## src/rtl/trap_ctrl.sv

```systemverilog
// trap_ctrl: sequences machine-mode trap entry and mret return.
// It watches the commit stage for ecall, ebreak and mret, and also
// watches the masked machine-timer interrupt.
// On an event it stalls the pipeline, waits for AXI traffic to drain,
// strobes the CSR file, then flushes and redirects the PC.
// Build option: define TRAP_VECTORED_EN to enable vectored interrupt
// targets (mtvec[1:0]==2'b01). When it is undefined, every trap goes to
// the mtvec base.
module trap_ctrl #(
  parameter int DATA_W = 64,
  parameter int ADDR_W = 64
) (
  input  logic              clk,
  input  logic              rst,
  input  logic              commit_valid,
  input  logic [ADDR_W-1:0] commit_pc,
  input  logic              commit_ecall,
  input  logic              commit_ebreak,
  input  logic              commit_mret,
  input  logic [ADDR_W-1:0] nxt_pc,
  input  logic              clint_mtip,
  input  logic              mstatus_mie,
  input  logic              mie_mtie,
  input  logic [DATA_W-1:0] mtvec,
  input  logic [ADDR_W-1:0] mepc,
  input  logic              mem_busy,
  output logic              stall_req,
  output logic              trap_save,
  output logic [ADDR_W-1:0] save_epc,
  output logic [DATA_W-1:0] save_cause,
  output logic              ret_en,
  output logic              flush,
  output logic              redirect_valid,
  output logic [ADDR_W-1:0] redirect_pc,
  output logic [31:0]       trap_cnt
);

  typedef enum logic [1:0] {IDLE, DRAIN, SAVE, JUMP} state_t;

  localparam logic [DATA_W-1:0] CAUSE_ECALL  = DATA_W'(11);
  localparam logic [DATA_W-1:0] CAUSE_EBREAK = DATA_W'(3);
  localparam logic [DATA_W-1:0] CAUSE_MTI    = {1'b1, {(DATA_W-4){1'b0}}, 3'b111};

  state_t            state, state_nxt;
  logic              irq_pend;
  logic              ev_any;
  logic              ev_ret;
  logic [DATA_W-1:0] ev_cause;
  logic [ADDR_W-1:0] ev_epc;
  logic              kind_ret;
  logic [DATA_W-1:0] cause_lat;
  logic [ADDR_W-1:0] epc_lat;
  logic [ADDR_W-1:0] trap_base;
  logic [ADDR_W-1:0] trap_target;

  assign irq_pend  = clint_mtip & mie_mtie & mstatus_mie;
  assign trap_base = {mtvec[ADDR_W-1:2], 2'b00};

`ifdef TRAP_VECTORED_EN
  // Vectored mode sends interrupts to base + 4*cause; exceptions still use base.
  always_comb begin
    trap_target = trap_base;
    if (mtvec[1:0] == 2'b01 && cause_lat[DATA_W-1])
      trap_target = trap_base + ADDR_W'({cause_lat[5:0], 2'b00});
  end
`else
  logic unused_mode;
  assign unused_mode = ^mtvec[1:0];
  assign trap_target = trap_base;
`endif

  // Event priority: ecall > ebreak > mret > timer interrupt.
  always_comb begin
    ev_any   = 1'b0;
    ev_ret   = 1'b0;
    ev_cause = '0;
    ev_epc   = '0;
    if (commit_valid && commit_ecall) begin
      ev_any   = 1'b1;
      ev_cause = CAUSE_ECALL;
      ev_epc   = commit_pc;
    end else if (commit_valid && commit_ebreak) begin
      ev_any   = 1'b1;
      ev_cause = CAUSE_EBREAK;
      ev_epc   = commit_pc;
    end else if (commit_valid && commit_mret) begin
      ev_any   = 1'b1;
      ev_ret   = 1'b1;
    end else if (irq_pend) begin
      ev_any   = 1'b1;
      ev_cause = CAUSE_MTI;
      ev_epc   = nxt_pc;
    end
  end

  // State register; reset aborts any sequence in flight.
  always_ff @(posedge clk) begin
    if (rst) state <= IDLE;
    else     state <= state_nxt;
  end

  // Event details are frozen at detection, so later input changes are ignored.
  always_ff @(posedge clk) begin
    if (state == IDLE && ev_any) begin
      kind_ret  <= ev_ret;
      cause_lat <= ev_cause;
      epc_lat   <= ev_epc;
    end
  end

  // Count completed trap entries; returns do not count.
  always_ff @(posedge clk) begin
    if (rst)                         trap_cnt <= '0;
    else if (state == JUMP && !kind_ret) trap_cnt <= trap_cnt + 32'd1;
  end

  // Next-state logic and state-decoded outputs (all derive from the state register).
  always_comb begin
    state_nxt      = state;
    stall_req      = 1'b0;
    trap_save      = 1'b0;
    save_epc       = '0;
    save_cause     = '0;
    ret_en         = 1'b0;
    flush          = 1'b0;
    redirect_valid = 1'b0;
    redirect_pc    = '0;
    case (state)
      IDLE: begin
        if (ev_any) state_nxt = DRAIN;
      end
      DRAIN: begin
        stall_req = 1'b1;
        if (!mem_busy) state_nxt = kind_ret ? JUMP : SAVE;
      end
      SAVE: begin
        stall_req  = 1'b1;
        trap_save  = 1'b1;
        save_epc   = epc_lat;
        save_cause = cause_lat;
        state_nxt  = JUMP;
      end
      JUMP: begin
        stall_req      = 1'b1;
        flush          = 1'b1;
        redirect_valid = 1'b1;
        ret_en         = kind_ret;
        redirect_pc    = kind_ret ? mepc : trap_target;
        state_nxt      = IDLE;
      end
      default: state_nxt = IDLE;
    endcase
  end

endmodule

```

## config.mk

```make
export PLATFORM = sky130hd
export DESIGN_NAME = trap_ctrl
export DESIGN_NICKNAME = d
export VERILOG_FILES = /design/src/rtl/trap_ctrl.sv
export SDC_FILE = /design/constraint.sdc
export NUM_CORES = 1
export LEC_CHECK = 0
export BUFFER_PORTS_ARGS = -buffer_cell sky130_fd_sc_hd__buf_2
export CAP_MARGIN = 10
export CORE_AREA = 2 2 192 194
export CTS_CLUSTER_SIZE = 25
export DETAILED_ROUTE_END_ITERATION = 8
export DIE_AREA = 0 0 194 196
export PLACE_DENSITY = 0.39
export REMOVE_ABC_BUFFERS = 1
export SLEW_MARGIN = 0
export SYNTH_ARGS = -nofsm -noshare
export SYNTH_HDL_FRONTEND = slang
export SYNTH_SLANG_ARGS = --single-unit
```

## constraint.sdc

```tcl
create_clock -name clk -period 12.2 [get_ports clk]
set_input_delay 0.61 -clock clk [delete_from_list [all_inputs] [get_ports clk]]
set_output_delay 0.61 -clock clk [all_outputs]
set_load 0.02 [all_outputs]
```

==> impl_metrics.tcl, run 1 <==
set metrics [dict create \
    status "finished clean" \
    ir_drop_v 0.00007763 \
    busiest_layer "met2" \
    start_util_pct 17.78 \
    post_cts_buffers 0 \
    coreArea_um2 36080 \
    rr_startpoint "state[1]" \
    cts_tree "built" \
    hold_viol 0 \
    synth-async-reset-ratio_pct 0 \
    firstDrtPassIters 4 \
    r2r_slack_ns 9.25 \
    synth-simple-area-share_pct 21.00 \
    nets 1301 \
    port_buffers 433 \
    track_usage_pct 11.05 \
    cts_made_buffers 9 \
    avgRoutedWirePerCell_um 14.72 \
    slew_violations 0 \
    layout-drive-gt1-share_pct 44.87 \
    worst_slew_pin_slew_ns 0.7888 \
    syn_area_per_cell_um2 10.18 \
    drv_cap 0 \
    min_from "trap_cnt[31]" \
    area_growth_pct 41.77 \
    drt_iter0_markers 171 \
    startpoint_type "flip-flop" \
    hpwl_um 16700 \
    fin_worst_skew_ns 0.01306 \
    period_needed_ns 2.954 \
    worstRegToRegCells 6 \
    rsz0062_at_grt "false" \
    crit_required_ns 12.49 \
    io_pins 495 \
    cts-resized-gates 0 \
    grt_use_met2_pct 19.09 \
    fmax_mhz 338.5 \
    die_area_um2 38020 \
    nFillCells 3984 \
    synth_compound_area_share_pct 12.99 \
    vias 5941 \
    ant_nets 0 \
    r2r_end "trap_cnt[22]" \
    cts_max_path_buffers 2 \
    antenna_found_initial 0 \
    die_w_um 194 \
    insertion_delay_ns 0.35 \
    antenna_cells 0 \
    cts_sinks 102 \
    synth.distinct_cells 42 \
    met3_usage_pct 2.905 \
    via_per_inst 3.955 \
    cts.clk_slew.worst_paths_ns 0.08 \
    synth_xor_area_share_pct 1.775 \
    setup_viol 0 \
    p_per_area_nw_per_um2 129.3 \
    htreeDepth 3 \
    drc_errors 0 \
    period_share_pct 24.21 \
    hold_class "flip-flop to flip-flop" \
    worst_setup_path_end_kind "flip-flop" \
    dieHeight_um 196 \
    yosys.area_share.adder_pct 1.170 \
    root_buffer "clkbuf_16" \
    ctsHoldBuffers 0 \
    hold_ws_ns 0.4837 \
    crit_type "flip-flop to flip-flop" \
    rows 70 \
    use_met1_pct 13.48 \
    grt_pass1_wl_um 32750 \
    synth_area_um2 6416 \
    synth_cells 630 \
    cp.arrival_ns 3.24 \
    synthMuxAreaShare_pct 9.828 \
    hold_path_end "trap_cnt[31]" \
    grt_overflow 0 \
    synth_edf_count 68 \
    slew_headroom_pct 47.41 \
    crit_fanout 72 \
    synth_top_family_by_area "simple AND/OR/NAND/NOR gates" \
    ys.flop_type "edfxtp_1" \
    leakage_nw 4.410 \
    hold_depth 2 \
    ys_ff_latch 102 \
    grt_pass1_vias 5580 \
    wl_um 22110 \
    synth_warnings 0 \
    ys_seq_area_share_pct 42.43 \
    grt_max_degree 73 \
    fin_setup_tns_ns 0 \
    gp_congestion 0.7064 \
]
[worst max path at each step]
stage	to	from	slack [ns]
after CTS	trap_cnt[22]	state[1]	9.17
after global routing	trap_cnt[22]	state[1]	9.03
after floorplan	cause_lat[0]	commit_ecall	5.94
final	trap_cnt[22]	state[1]	9.25
after detailed placement	trap_cnt[24]	state[1]	9.15
after global placement	trap_cnt[22]	state[1]	9.17
[metrics by stage]
| step | std cells | total power, mW | util [%] | instance area [µm²] | setup WS [ns] |
|---|---|---|---|---|---|
| after floorplan | 579 | 0.7531 | - | 5974 | 5.941 |
| after global placement | 1486 | 0.9120 | 24.41 | 8810 | 9.172 |
| after detailed placement | 1486 | 0.9122 | 24.41 | 8810 | 9.154 |
| after CTS | 1502 | 1.211 | 25.21 | 9096 | 9.166 |
| after global routing | 1502 | 1.257 | 25.21 | 9096 | 9.031 |
| final | 1502 | 1.176 | 25.21 | 9096 | 9.246 |
[cells in the mapped netlist, types with 2 or more instances]
cell type,instances,area (µm²)
a21oi_1,19,95.09
a22o_1,64,560.5
and2_1,69,431.7
and3_1,3,18.77
and4_1,3,26.28
buf_1,7,26.28
buf_2,2,10.01
buf_4,62,465.5
buf_6,2,22.52
clkbuf_1,36,135.1
dfxtp_1,34,680.7
edfxtp_1,68,2042
ha_1,6,75.07
inv_1,8,30.03
mux2i_1,63,630.6
nand2_1,14,52.55
nand3_1,11,55.05
nand3b_1,2,15.01
nand4_1,6,37.54
nor2_1,14,52.55
nor2b_1,64,400.4
nor3_1,4,20.02
nor4_1,2,12.51
o21ai_0,5,25.02
o31ai_1,15,112.6
or2_2,2,12.51
or3_1,4,25.02
or4_1,16,120.1
xnor2_1,7,61.31
xor2_1,6,52.55
[final cells by class]
cell class                 count  area, µm²  area share (%)
clock buffer                  10      229.0           2.517
clock inverter                 6      57.56          0.6327
sequential                   102       2723           29.93
multi-input combinational    469       3247           35.69
tap                          468      585.6           6.437
timing repair buffer         439       2225           24.46
inverter                       8      30.03          0.3301
[placed cells by master, fill, tap and decap left out, drive strengths merged, types with 15 or more instances in the layout]
| master | instances |
|---|---|
| o31ai | 15 |
| a22o | 64 |
| and2 | 69 |
| dfxtp | 34 |
| edfxtp | 68 |
| or4 | 17 |
| conb | 59 |
| a21oi | 19 |
| nor2b | 64 |
| mux2i | 63 |
| buf | 439 |
[worst max-delay path: stages, from the launching register on]
cell	delay (ns)
dfxtp_1	0.41
ha_2	0.19
buf_4	0.48
nand4b_1	0.22
or4_1	0.82
or4_1	0.60
a21oi_1	0.14
[metal layers]
metal	part of all wire, %	vias up
met1	43	2704
met3	7.1	12
met5	0	-
li1	-	2946
met2	48	279
met4	1.5	0
[where the power goes]
part           internal [mW]  switching (mW)  total [mW]
clock                  0.142           0.143       0.286
sequential             0.446          0.0139       0.460
combinational          0.158           0.273       0.431
[state kept, by name (all words and copies together), names as in the netlist]
| register | count |
|---|---|
| trap_cnt | 32 |
| cause_lat | 3 |
| epc_lat | 64 |
| kind_ret | 1 |
| state | 2 |
[logic make-up (layout without fill, tap and decap cells)]
logic type                 count (synthesis)  in the layout
and+or+nand+nor                          220            220
buffers and inverters                    117            463
AOI/OAI and AO/OA                        108            108
DFF                                      102            102
muxes                                     63             63
xor gates and xnor gates                  13             13
adders and majority gates                  6              6
other                                      1             59
No activity file was read; power rests on OpenSTA's default activity.
==> inputs of run 2 (changes only) <==
CORE_AREA = 2 2 193 195   (was 2 2 192 194)
DIE_AREA = 0 0 195 197   (was 0 0 194 196)
clock period = 3.1 ns   (was 12.2 ns; I/O delays follow)
==> run 2 against run 1 <==
  * Count of clock-buffer cells in the layout decreased by 1
  * Non-clock buffer count increased by 5
  * Clock power increased to 4.2 times the previous value
  * Power increased to 4.0 times the previous value
  * Cell count grew 0.40%
==> impl_metrics.tcl, run 2 (synthesis results as in run 1) <==
set metrics [dict create \
    largest_register_ffs 64 \
    drv_cap 0 \
    slew_violations 0 \
    grt_pass1_vias 5607 \
    final_area_um2 9194 \
    p_per_area_nw_per_um2 515.3 \
    place_area_um2 8885 \
    largest_register "epc_lat" \
    ant_nets 0 \
    period_needed_ns 2.427 \
    port_buffers 433 \
    layout-drive-gt1-share_pct 45.24 \
    worst_setup_path_end_kind "flip-flop" \
    cts.clk_slew.worst_paths_ns 0.08 \
    final_cell_mix "buf_2, and2_1, edfxtp_1, a22o_1" \
    cts-resized-gates 0 \
    worst_slew_pin_slew_ns 0.7273 \
    rr_startpoint "state[1]" \
    hold_ws_ns 0.08090 \
    firstDrtPassIters 4 \
    cts_made_buffers 9 \
    via_per_inst 3.970 \
    rows 70 \
    r2r_slack_ns 0.67 \
    insertion_delay_ns 0.36 \
    status "finished clean" \
    cp_slowest_cell "or4_1" \
    avgRoutedWirePerCell_um 14.86 \
    startpoint_type "flip-flop" \
    period_share_pct 78.28 \
    area_growth_pct 43.29 \
    slew_headroom_pct 51.51 \
    vias 5987 \
    rsz0062_at_grt "false" \
    crit_fanout 17 \
    dieHeight_um 197 \
    antenna_found_initial 1 \
    drc_errors 0 \
    hpwl_um 17360 \
    post-route-util_pct 25.36 \
    die_w_um 195 \
    fmax_mhz 412.1 \
    reg_top3 "epc_lat (64), trap_cnt (32), cause_lat (3)" \
    io_pins 495 \
    htreeDepth 3 \
    drt_iter0_markers 187 \
    grt_overflow 0 \
    gp_congestion 0.7790 \
    hold_viol 0 \
    nets 1306 \
    cts_tree "built" \
    hold_path_end "epc_lat[38]" \
    crit_chain "ha_2 -> nand4b_1 -> or4_1 -> or4_1 -> a21oi_1" \
    wl_um 22420 \
    crit_required_ns 3.39 \
    grt_max_degree 69 \
    ir_drop_v 0.0002279 \
    coreArea_um2 36260 \
    cpMostUsedCell "or4_1" \
    track_usage_pct 11.01 \
    cts_sinks 102 \
    fin_setup_tns_ns 0 \
    final_common_cell "buf_2" \
    cts_max_path_buffers 2 \
    critical-path-max-stage-delay_ns 0.80 \
    hold_class "input pin to flip-flop" \
    r2r_end "trap_cnt[22]" \
    hold_depth 2 \
    power.total_mw 4.738 \
    worstRegToRegCells 5 \
    ctsHoldBuffers 0 \
    start_util_pct 17.69 \
    root_buffer "clkbuf_16" \
    fin_worst_skew_ns 0.009934 \
    post_cts_buffers 0 \
    cp.arrival_ns 2.72 \
    setup_viol 0 \
    min_from "nxt_pc[38]" \
    grt_pass1_wl_um 32580 \
    die_area_um2 38420 \
    leakage_nw 4.460 \
    crit_type "flip-flop to flip-flop" \
]
-- run 2: power by group --
group	switching (mW)	internal (mW)
Combinational	1.09	0.656
Clock	0.557	0.636
Sequential	0.0524	1.75
-- run 2: how the worst max path moves through the flow --
stage,from,endpoint,slack [ns],cells after the start
floorplan,state[0],cause_lat[0],-3.05,3
global placement,state[1],trap_cnt[22],0.60,5
detailed placement,state[1],trap_cnt[22],0.62,5
CTS,state[1],trap_cnt[22],0.60,5
global route,state[1],trap_cnt[28],0.47,5
finish,state[1],trap_cnt[22],0.67,5
-- run 2: critical path: cells and delay by family, from the launching register on --
kind                       cells  cell delay (ns)
AOI/OAI and AO/OA              1             0.14
adders and majority gates      1             0.28
DFF                            1             0.40
and+or+nand+nor                3             1.54
-- run 2: per-layer routing --
| layer | part of all wire [%] | track usage [%] |
|---|---|---|
| met1 | 42 | 13.26 |
| met2 | 48 | 18.86 |
| met3 | 9.2 | 3.730 |
| met4 | 1.0 | 2.658 |
| met5 | 0 | 0 |
-- run 2: cell type report --
| cell class | count | area (µm²) |
|---|---|---|
| clock inverters | 7 | 81.33 |
| well taps | 468 | 585.6 |
| clock buffers | 9 | 225.2 |
| inverters | 8 | 30.03 |
| fillers | 3959 | 27070 |
| multi-input cells | 469 | 3247 |
| diodes | 1 | 2.502 |
| repair buffers | 444 | 2300 |
| flip-flops and latches | 102 | 2723 |
-- run 2: metrics by stage --
step | std cells | setup slack, ns
after floorplan | 579 | -3.050
after global placement | 1491 | 0.5984
after detailed placement | 1491 | 0.6174
after CTS | 1507 | 0.5967
after global routing | 1508 | 0.4667
final | 1508 | 0.6735
